$ cat config.mk
export PLATFORM = sky130hd
export DESIGN_NAME = fifo_pop_ctrl
export DESIGN_NICKNAME = d
export VERILOG_FILES = /design/src/rtl/fifo_pop_ctrl.sv
export SDC_FILE = /design/constraint.sdc
export NUM_CORES = 1
export LEC_CHECK = 0
export CAP_MARGIN = 30
export CORE_ASPECT_RATIO = 1.1
export CORE_MARGIN = 5
export CORE_UTILIZATION = 53
export DETAILED_ROUTE_END_ITERATION = 12
export GPL_TIMING_DRIVEN = 0
export PLACE_DENSITY = 0.84
export SYNTH_ARGS = -nofsm -noshare
export SYNTH_HDL_FRONTEND = slang
export SYNTH_SLANG_ARGS = --single-unit
$ cat constraint.sdc
create_clock -name clk -period 1.6 [get_ports clk]
set_input_delay 0.16 -clock clk [delete_from_list [all_inputs] [get_ports clk]]
set_output_delay 0.16 -clock clk [all_outputs]
set_load 0.02 [all_outputs]
$ cat src/rtl/fifo_pop_ctrl.sv
// fifo_pop_ctrl: pops an upstream FIFO into a 3-entry skid buffer and
// presents words downstream with a valid/ready handshake.
// Ports: clk, reset (async, active-low), empty_fifo, data_fifo,
//   rd_enable, ready_in, valid_out, data_out, pop_count (POP_COUNT_EN).
// Optional feature macro: POP_COUNT_EN adds a 16-bit delivered-word count.
module fifo_pop_ctrl #(
  parameter int data_width = 10,
  parameter int buf_depth  = 3
) (
  input  logic                  clk,
  input  logic                  reset,
  input  logic                  empty_fifo,
  input  logic [data_width-1:0] data_fifo,
  output logic                  rd_enable,
  input  logic                  ready_in,
  output logic                  valid_out,
`ifdef POP_COUNT_EN
  output logic [data_width-1:0] data_out,
  output logic [15:0]           pop_count
`else
  output logic [data_width-1:0] data_out
`endif
);

  localparam logic [2:0] depth = 3'(buf_depth);

  logic [data_width-1:0] mem [0:2];
  logic [1:0] wr_ptr;
  logic [1:0] rd_ptr;
  logic [1:0] occ;
  logic       inflight;
  logic       run;
  logic       capture;
  logic       transfer;
  logic [2:0] pending;

  function automatic logic [1:0] nxt(input logic [1:0] p);
    return (p == 2'd2) ? 2'd0 : p + 2'd1;
  endfunction

  // run holds off popping until the first edge after reset release
  assign pending   = {1'b0, occ} + {2'b0, inflight};
  assign rd_enable = run && !empty_fifo && (pending < depth);
  assign capture   = inflight;
  assign valid_out = (occ != 2'd0);
  assign data_out  = valid_out ? mem[rd_ptr] : '0;
  assign transfer  = valid_out && ready_in;

  always_ff @(posedge clk or negedge reset) begin
    if (!reset) begin
      run      <= 1'b0;
      inflight <= 1'b0;
      wr_ptr   <= 2'd0;
      rd_ptr   <= 2'd0;
      occ      <= 2'd0;
      mem[0]   <= '0;
      mem[1]   <= '0;
      mem[2]   <= '0;
    end else begin
      run      <= 1'b1;
      inflight <= rd_enable;
      if (capture) begin
        mem[wr_ptr] <= data_fifo;
        wr_ptr      <= nxt(wr_ptr);
      end
      if (transfer) begin
        rd_ptr <= nxt(rd_ptr);
      end
      unique case (1'b1)
        (capture && !transfer): occ <= occ + 2'd1;
        (!capture && transfer): occ <= occ - 2'd1;
        default:                occ <= occ;
      endcase
    end
  end

`ifdef POP_COUNT_EN
  logic [15:0] pop_q;

  always_ff @(posedge clk or negedge reset) begin
    if (!reset) begin
      pop_q <= 16'd0;
    end else if (transfer) begin
      pop_q <= pop_q + 16'd1;
    end
  end

  assign pop_count = pop_q;
`endif

endmodule

### After elaboration in Yosys (flattened, before gate mapping)

Cells that the tools add are included.

* input bits: 14
* output and inout bits: 12
* logic and storage cells: 42
* register bits: 38

* bitwise logic cells: 2
* reduce and logical (&&, ||, !) cells: 11
* add/subtract/negate cells: 5
* muxes and demuxes: 10
* equality and inequality tests: 2
* $lt $le $gt $ge: 4

Operator list (count)
* 10-bit two-way mux: 4
* 30-bit bitwise mux: 1
* 10-bit binary-select mux with 2-bit select: 1
* 10-bit demux with 2-bit select: 1
* 2-bit by 1-bit adder with 2-bit output (second input constant): 3
* 3-bit >= comparator (second input constant): 2
* 1-bit logical AND: 6
* 2-bit inverter with 3-bit output: 2
* 2-bit == test (second input constant): 2
* 2-bit two-way mux: 2
* 2-bit case mux with 2 select lines: 1
* 2-bit nonzero test: 2
* 2-bit by 1-bit adder with 3-bit output: 1
* 1-bit zero test: 3
* 3-bit by 1-bit < comparator with 1-bit output (second input constant): 1
* 3-bit by 2-bit < comparator with 1-bit output (second input constant): 1
* 2-bit by 1-bit subtractor with 2-bit output (second input constant): 1

### Logic depth before layout (Yosys ltp)

Gate-level depths: netlist (run 1).

* depth after elaboration: 6
* mapped depth: 6
* mapped depth without buffers: 6

### Worst setup path after synthesis (run 1)

Ideal clock, no wire load.

* path kind: register to register
* start: register occ[0]
* end: register inflight, in the netlist capture
* setup time: 0.247 ns
* buffers on the path: 0
* stages on the path, launching flop included: 4
* clock period less this slack: 2.357 ns
* arrival time: 2.110 ns
* path slack: -0.757 ns
* data required time: 1.353 ns
* cell sequence: dfrtp_1 > ha_1 > ha_1 > a2111oi_0

* word-level cells in the longest chain between the ends: 3

Ends and longest elaborated chain
* from (decl): RTL line 30 `logic [1:0] occ;`
* from (signal assigned): RTL line 70 `(capture && !transfer): occ <= occ + 2'd1;`
* from (signal assigned): RTL line 71 `(!capture && transfer): occ <= occ - 2'd1;`
* 2-bit by 1-bit adder with 3-bit output: RTL line 42 `assign pending = {1'b0, occ} + {2'b0, inflight};`
* 3-bit by 2-bit < comparator with 1-bit output: RTL line 43 `assign rd_enable = run && !empty_fifo && (pending < depth);`
* 1-bit logical AND: RTL line 43
* via rd_enable: RTL line 14 `output logic rd_enable,`
* to (signal assigned): RTL line 61 `inflight <= rd_enable;`
* to (decl): RTL line 31 `logic inflight;`

The timed path passes the listed nets, and every way through them passes these cells.
A chain may end at the register's enable or synchronous reset.

### Worst setup path in the final report (run 1)

* start: register occ[0]
* end: output port rd_enable

* word-level cells in the longest chain between the ends: 3

Ends and longest elaborated chain (RTL line)
* 2-bit by 1-bit adder with 3-bit output: 42
* 3-bit by 2-bit < comparator with 1-bit output: 43
* 1-bit logical AND: 43
* to (decl): 14

Every way passes these cells.

==> results.json, run 1 <==
{
  "drive_above_1_share_pct": 56.8,
  "maxSlewViolCount": 0,
  "fmax_mhz": 549,
  "yosys_warnings": 0,
  "period_share_pct": 114,
  "dieArea_um2": 4630,
  "whs_path_depth": 2,
  "cp_max_fo": 2,
  "cp.required_ns": 1.44,
  "globalRouteOverflowTotal": 0,
  "worstHoldStart": "empty_fifo",
  "swShare_pct": 37.2,
  "n_antenna_cell": 0,
  "rsz0062_at_grt": "yes",
  "wl_met3_um": 94,
  "final-hold-violation-count": 0,
  "finalSetupViolCount": 12,
  "grt_pass1_vias": 1387,
  "tightestPinTransition_ns": 0.833,
  "end_kind": "output port",
  "irDropWorstVdd_mv": 0.994,
  "reg2reg_setup_slack_ns": 0.08,
  "cp_data_arrival_time_ns": 1.66,
  "hpwlAfterDp_mm": 2.54,
  "placed_cells": 200,
  "fp-row-count": 22,
  "power.density_nw_per_um2": 2210,
  "regArea_um2": 953,
  "design.core.area_um2": 3300,
  "synth.distinct_cells": 27,
  "min_to": "capture",
  "cts_inserted_buffers": 5,
  "globalplace.congestion": 0.725,
  "nNetsFinal": 200,
  "cts_tree": "done",
  "area_delta_synth_final_pct": 34.8,
  "synth_top_cell_by_area": "dfrtp_1",
  "synth_area_leaders": "dfrtp_1 (53%), mux2_2 (13%), mux2_4 (8.4%)",
  "internal-power_mw": 3.34,
  "reg2reg_depth": 5,
  "ys_seq_area_share_pct": 53.2,
  "critPathKind": "register to output port",
  "dr_total_vias": 1196,
  "placed_cell_area_um2": 2100,
  "initial_core_util_pct": 54.1,
  "wl_per_cell_um": 18.5,
  "syn_avg_cell_area_um2": 12.9,
  "ctsLongestPathBuffers": 2,
  "finalInstanceArea_um2": 2410,
  "ys_seq_elements": 38,
  "grt_pass1_wl_mm": 6.67,
  "cap_violations": 0,
  "fin_ws_ns": -0.221,
  "multi_input_area_um2": 926,
  "drt_pre_antenna_iters": 4,
  "cts_root_buf": "clkbuf_4",
  "antenna_found_initial": 0,
  "clock_power_share_pct": 8.8,
  "globalRouteTotalUtil_pct": 19.3,
  "syn-num-nets": 156,
  "vias_per_cell": 5.46,
  "p_leak_nw": 1.08,
  "startpoint_type": "register",
  "fin_skew_ns": 0.0127,
  "clk_latency_ns": 0.35,
  "drc": 0,
  "fin_hold_ws_ns": 0.418,
  "power_frac_comb_pct": 57.7,
  "hold_class": "primary input to register",
  "synthCells": 139,
  "synth_top_area_share_pct": 53.2,
  "cts-htree-levels": 2,
  "wirelength_mm": 4.06,
  "routed-wl-met2_mm": 2.19,
  "rr_endpoint": "mem[26]",
  "path_clk_slew_ns": 0.11,
  "violations": "negative setup slack",
  "post-route-util_pct": 72.9,
  "drt_first_iter_violations": 52,
  "period_needed_ns": 1.82,
  "cts.sinks": 38,
  "status": "finished with violations",
  "power_switching_mw": 1.98,
  "synth_area_um2": 1790,
  "r2r-start": "capture",
  "sequentialPowerShare_pct": 33.5,
  "final_antenna_net_count": 0,
  "port_buffers": 25,
  "ioPinCount": 26,
  "met1_length_mm": 1.70,
  "routed.top_layer": "met4",
  "relSlewSlack_pct": 44.5,
  "die_y_um": 70.9,
  "fillCellCount": 218,
  "grt_max_degree": 39,
  "die_w_um": 65.4,
  "final_cells": 219
}
==> final cells by class <==
type | instances | area share [%]
timing repair buffer | 37 | 14.1
multi-input combinational | 89 | 38.4
clock inverter | 2 | 0.416
inverter | 5 | 0.779
tap | 36 | 1.87
buffer | 7 | 3.22
sequential | 38 | 39.6
clock buffer | 5 | 1.56
==> sequential cells by signal, indices dropped and copies added, names as in the netlist <==
name,flops
run,1
occ,2
capture,1
mem,30
rd_ptr,2
wr_ptr,2
==> timing repair <==
action / 4_1_cts / 5_1_grt
gates resized for setup: 93 / 23
hold buffers: 1 / 0
gates cloned: 0 / 1
buffers inserted: 9 / 1
pin swaps: 3 / 4
setup endpoints to repair: 13 / 22
endpoints found under the hold margin: 38 / 0
==> cells by family (layout without fill, tap and decap cells) <==
| group | Yosys count | in the layout | synth area share (%) |
|---|---|---|---|
| multiplexers | 41 | 41 | 27.2 |
| flip-flops | 38 | 38 | 53.2 |
| AND/OR/NAND/NOR | 26 | 26 | 7.49 |
| AO/OA/AOI/OAI | 15 | 15 | 4.97 |
| buffers and inverters | 12 | 56 | 3.29 |
| adder cells (fa/ha/maj) | 3 | 3 | 2.10 |
| XOR/XNOR | 3 | 3 | 1.47 |
| other | 1 | 1 | 0.210 |
==> layer usage <==
layer	global-route usage [%]	vias up
met1	22.3	605
met3	4.29	8
met5	0	-
li1	-	565
met4	9.22	0
met2	33.6	18
==> power groups by stage <==
stage                     Sequential (mW)  Combinational [mW]  Clock (mW)
after floorplan                      1.65                1.63           0
after global placement               1.70                2.29           0
after detailed placement             1.75                2.37           0
after CTS                            1.74                2.80       0.477
after global routing                 1.83                3.29       0.516
final                                1.78                3.07       0.468
==> worst max-delay path by stage <==
stage | end | cells past startpoint | start
floorplan | capture | 3 | occ[0]
global placement | data_out[2] | 5 | rd_ptr[1]
detailed placement | rd_enable | 4 | occ[0]
CTS | rd_enable | 4 | occ[0]
global route | rd_enable | 4 | occ[0]
finish | rd_enable | 4 | occ[0]
==> critical path, stage by stage (launching register included) <==
cell	delay (ns)
dfrtp_1	0.41
ha_2	0.20
ha_4	0.22
a2111oi_4	0.29
buf_4	0.20
==> metrics by stage <==
stage	setup TNS (ns)	power (mW)	setup slack, ns
floorplan	0	3.29	0.0133
global route	-2.60	5.63	-0.297
CTS	-1.65	5.02	-0.241
finish	-1.71	5.32	-0.221
global placement	-22.45	3.99	-0.511
detailed placement	-5.63	4.12	-0.542
==> cells in the final DEF (no fill, tap or decap), types with 2 or more instances in the layout <==
master and instances:
clkinv_2 2, clkbuf_4 5, a21oi_2 8, or2_4 9, buf_2 4, mux2i_1 9
nand2_1 9, dfrtp_2 2, inv_2 2, inv_1 3, ha_4 2, clkdlybuf4s50_1 12
buf_4 16, dfrtp_1 36, buf_12 2, xnor2_1 2, mux2_2 21, buf_6 7
mux2_4 10
==> Yosys cell counts <==
| master | count |
|---|---|
| mux2i_1 | 10 |
| o21ai_0 | 2 |
| a21oi_1 | 9 |
| xnor2_1 | 2 |
| inv_1 | 4 |
| a21o_2 | 1 |
| buf_6 | 1 |
| or3_4 | 1 |
| dfrtp_1 | 38 |
| nor3_1 | 2 |
| mux2_4 | 10 |
| mux2_2 | 21 |
| clkbuf_1 | 3 |
| a2111oi_0 | 1 |
| nand3_1 | 1 |
| a21o_1 | 1 |
| nor2b_1 | 1 |
| buf_2 | 2 |
| inv_2 | 1 |
| nand2_1 | 9 |
| ha_1 | 3 |
| or2_2 | 9 |
| nor2_1 | 3 |
| a2bb2oi_1 | 1 |
| xor2_1 | 1 |
| conb_1 | 1 |
| buf_4 | 1 |
Note: power is estimated with default switching activity, not from simulation.
==> inputs of run 2 (changes only) <==
Settings changed: CELL_PAD_IN_SITES_DETAIL_PLACEMENT set to 0, CELL_PAD_IN_SITES_GLOBAL_PLACEMENT set to 1, CORE_UTILIZATION 53 to 43.
==> results.json, run 2 (synthesis results as in run 1) <==
{
  "hpwlAfterDp_mm": 2.50,
  "vias_per_cell": 5.16,
  "place_ws_ns": -0.636,
  "placed_cells": 216,
  "r2r-start": "capture",
  "globalplace.congestion": 0.742,
  "globalRouteTotalUtil_pct": 15.3,
  "final_antenna_net_count": 0,
  "clk_latency_ns": 0.29,
  "regMostFlops": "mem",
  "status": "finished with violations",
  "crit_chain": "buf_12 > buf_8 > mux2i_1 > or2_4 > a21oi_4 > buf_6",
  "fmax_mhz": 563,
  "rsz0062_at_grt": "yes",
  "totalPowerFinal_mw": 5.52,
  "cp_max_fo": 6,
  "cp_data_arrival_time_ns": 1.62,
  "reg2reg_depth": 5,
  "fin_skew_ns": 0.00462,
  "hold_class": "primary input to asynchronous set/reset pin",
  "grt_pass1_vias": 1394,
  "final_cell_mix": "dfrtp_1 (36), mux2_2 (21), clkdlybuf4s50_1 (12)",
  "wirelength_mm": 4.02,
  "cts-htree-levels": 2,
  "dr_total_vias": 1202,
  "area_delta_synth_final_pct": 39.2,
  "irDropWorstVdd_mv": 1.28,
  "finalSetupViolCount": 12,
  "rr_endpoint": "mem[8]",
  "period_share_pct": 111,
  "nNetsFinal": 197,
  "power.density_nw_per_um2": 2220,
  "globalRouteOverflowTotal": 0,
  "critPathKind": "register to output port",
  "die_w_um": 71.5,
  "drc": 0,
  "startpoint_type": "register",
  "cap_violations": 0,
  "violations": "negative setup slack",
  "cp.required_ns": 1.44,
  "relSlewSlack_pct": 45.0,
  "die_y_um": 77.6,
  "final_cells": 233,
  "cts.sinks": 38,
  "drt_first_iter_violations": 22,
  "reg2reg_setup_slack_ns": 0.07,
  "tightestPinTransition_ns": 0.825,
  "final-hold-violation-count": 0,
  "slowest_delay_ns": 0.43,
  "initial_core_util_pct": 44.7,
  "maxSlewViolCount": 0,
  "port_buffers": 25,
  "end_kind": "output port",
  "cts_root_buf": "clkbuf_8",
  "drive_above_1_share_pct": 56.4,
  "grt_pass1_wl_mm": 6.59,
  "dieArea_um2": 5550,
  "wl_per_cell_um": 17.2,
  "largest_reg_flops": 30,
  "p_leak_nw": 1.13,
  "ctsLongestPathBuffers": 2,
  "path_clk_slew_ns": 0.07,
  "ioPinCount": 26,
  "fp-row-count": 24,
  "fin_ws_ns": -0.176,
  "period_needed_ns": 1.78,
  "drt_pre_antenna_iters": 4,
  "design.core.area_um2": 3990,
  "antenna_found_initial": 0,
  "final_common_cell": "dfrtp_1",
  "n_antenna_cell": 0,
  "critPathLaunch": "rd_ptr[1]",
  "cts_inserted_buffers": 5,
  "cts_tree": "done",
  "cp_slowest_cell": "dfrtp_2",
  "grt_max_degree": 39
}
## run 2: cell types whose count changed in the layout (fill, tap and decap cells not counted), moves of 3 or more
cell,delta
nand2_1,-7
nand2_4,+6
buf_4,-5
clkbuf_8,+5
clkbuf_4,-4
buf_8,+3
## run 2: how the worst max path moves through the flow
| stage | end | slack (ns) | cells after the start |
|---|---|---|---|
| 2_1_floorplan | capture | 0.01 | 3 |
| 3_3_place_gp | data_out[1] | -0.56 | 5 |
| 3_5_place_dp | data_out[1] | -0.64 | 5 |
| 4_1_cts | rd_enable | -0.18 | 4 |
| 5_1_grt | data_out[4] | -0.23 | 6 |
| 6_report | data_out[3] | -0.18 | 6 |
## run 2: report_power, final
| part | switching [mW] | leakage, nW | internal [mW] | total [mW] |
|---|---|---|---|---|
| clock | 0.320 | 0.0482 | 0.347 | 0.668 |
| combinational | 1.36 | 0.632 | 1.70 | 3.06 |
| sequential | 0.361 | 0.448 | 1.44 | 1.80 |
## run 2: metrics by stage
| step | utilization, % | setup TNS (ns) | cell area (um2) | hold WS, ns |
|---|---|---|---|---|
| 2_1_floorplan | - | 0 | 1810 | -0.136 |
| 3_3_place_gp | 53.1 | -21.43 | 2120 | 0.487 |
| 3_5_place_dp | 53.0 | -6.66 | 2120 | 0.302 |
| 4_1_cts | 59.3 | -1.45 | 2370 | 0.514 |
| 5_1_grt | 62.3 | -1.87 | 2490 | 0.532 |
| 6_report | 62.3 | -1.23 | 2490 | 0.502 |
## run 2: critical path: cells and delay by family, from the launching register on
family                 cells  cell delay [ns]
AOI/OAI and AO/OA          1             0.12
buffers and inverters      3             0.41
DFF                        1             0.43
muxes                      1             0.12
and+or+nand+nor            1             0.24
## run 2: routing by layer
layer / vias up / GRT usage, % / wire length (um)
met5: - / 0 / 0
met1: 617 / 16.9 / 1670
met3: 7 / 3.49 / 146
met4: 0 / 5.08 / 76
met2: 18 / 28.4 / 2120
li1: 560 / - / -
## run 2: cell type report
type,instances,area [um2]
fill,303,1510
clock buffer,7,86.3
sequential,38,953
timing repair buffer,34,315
tap,52,65.1
buffer,7,81.3
inverter,5,18.8
clock inverter,1,5.00
multi-input combinational,89,962
## run 2: what timing repair did
action,in CTS,in global routing
gates cloned,1,1
hold buffers,1,0
endpoints found under the setup margin,22,22
pin swaps,6,15
resized for setup,94,32
buffers inserted,6,0
endpoints found under the hold margin,37,0
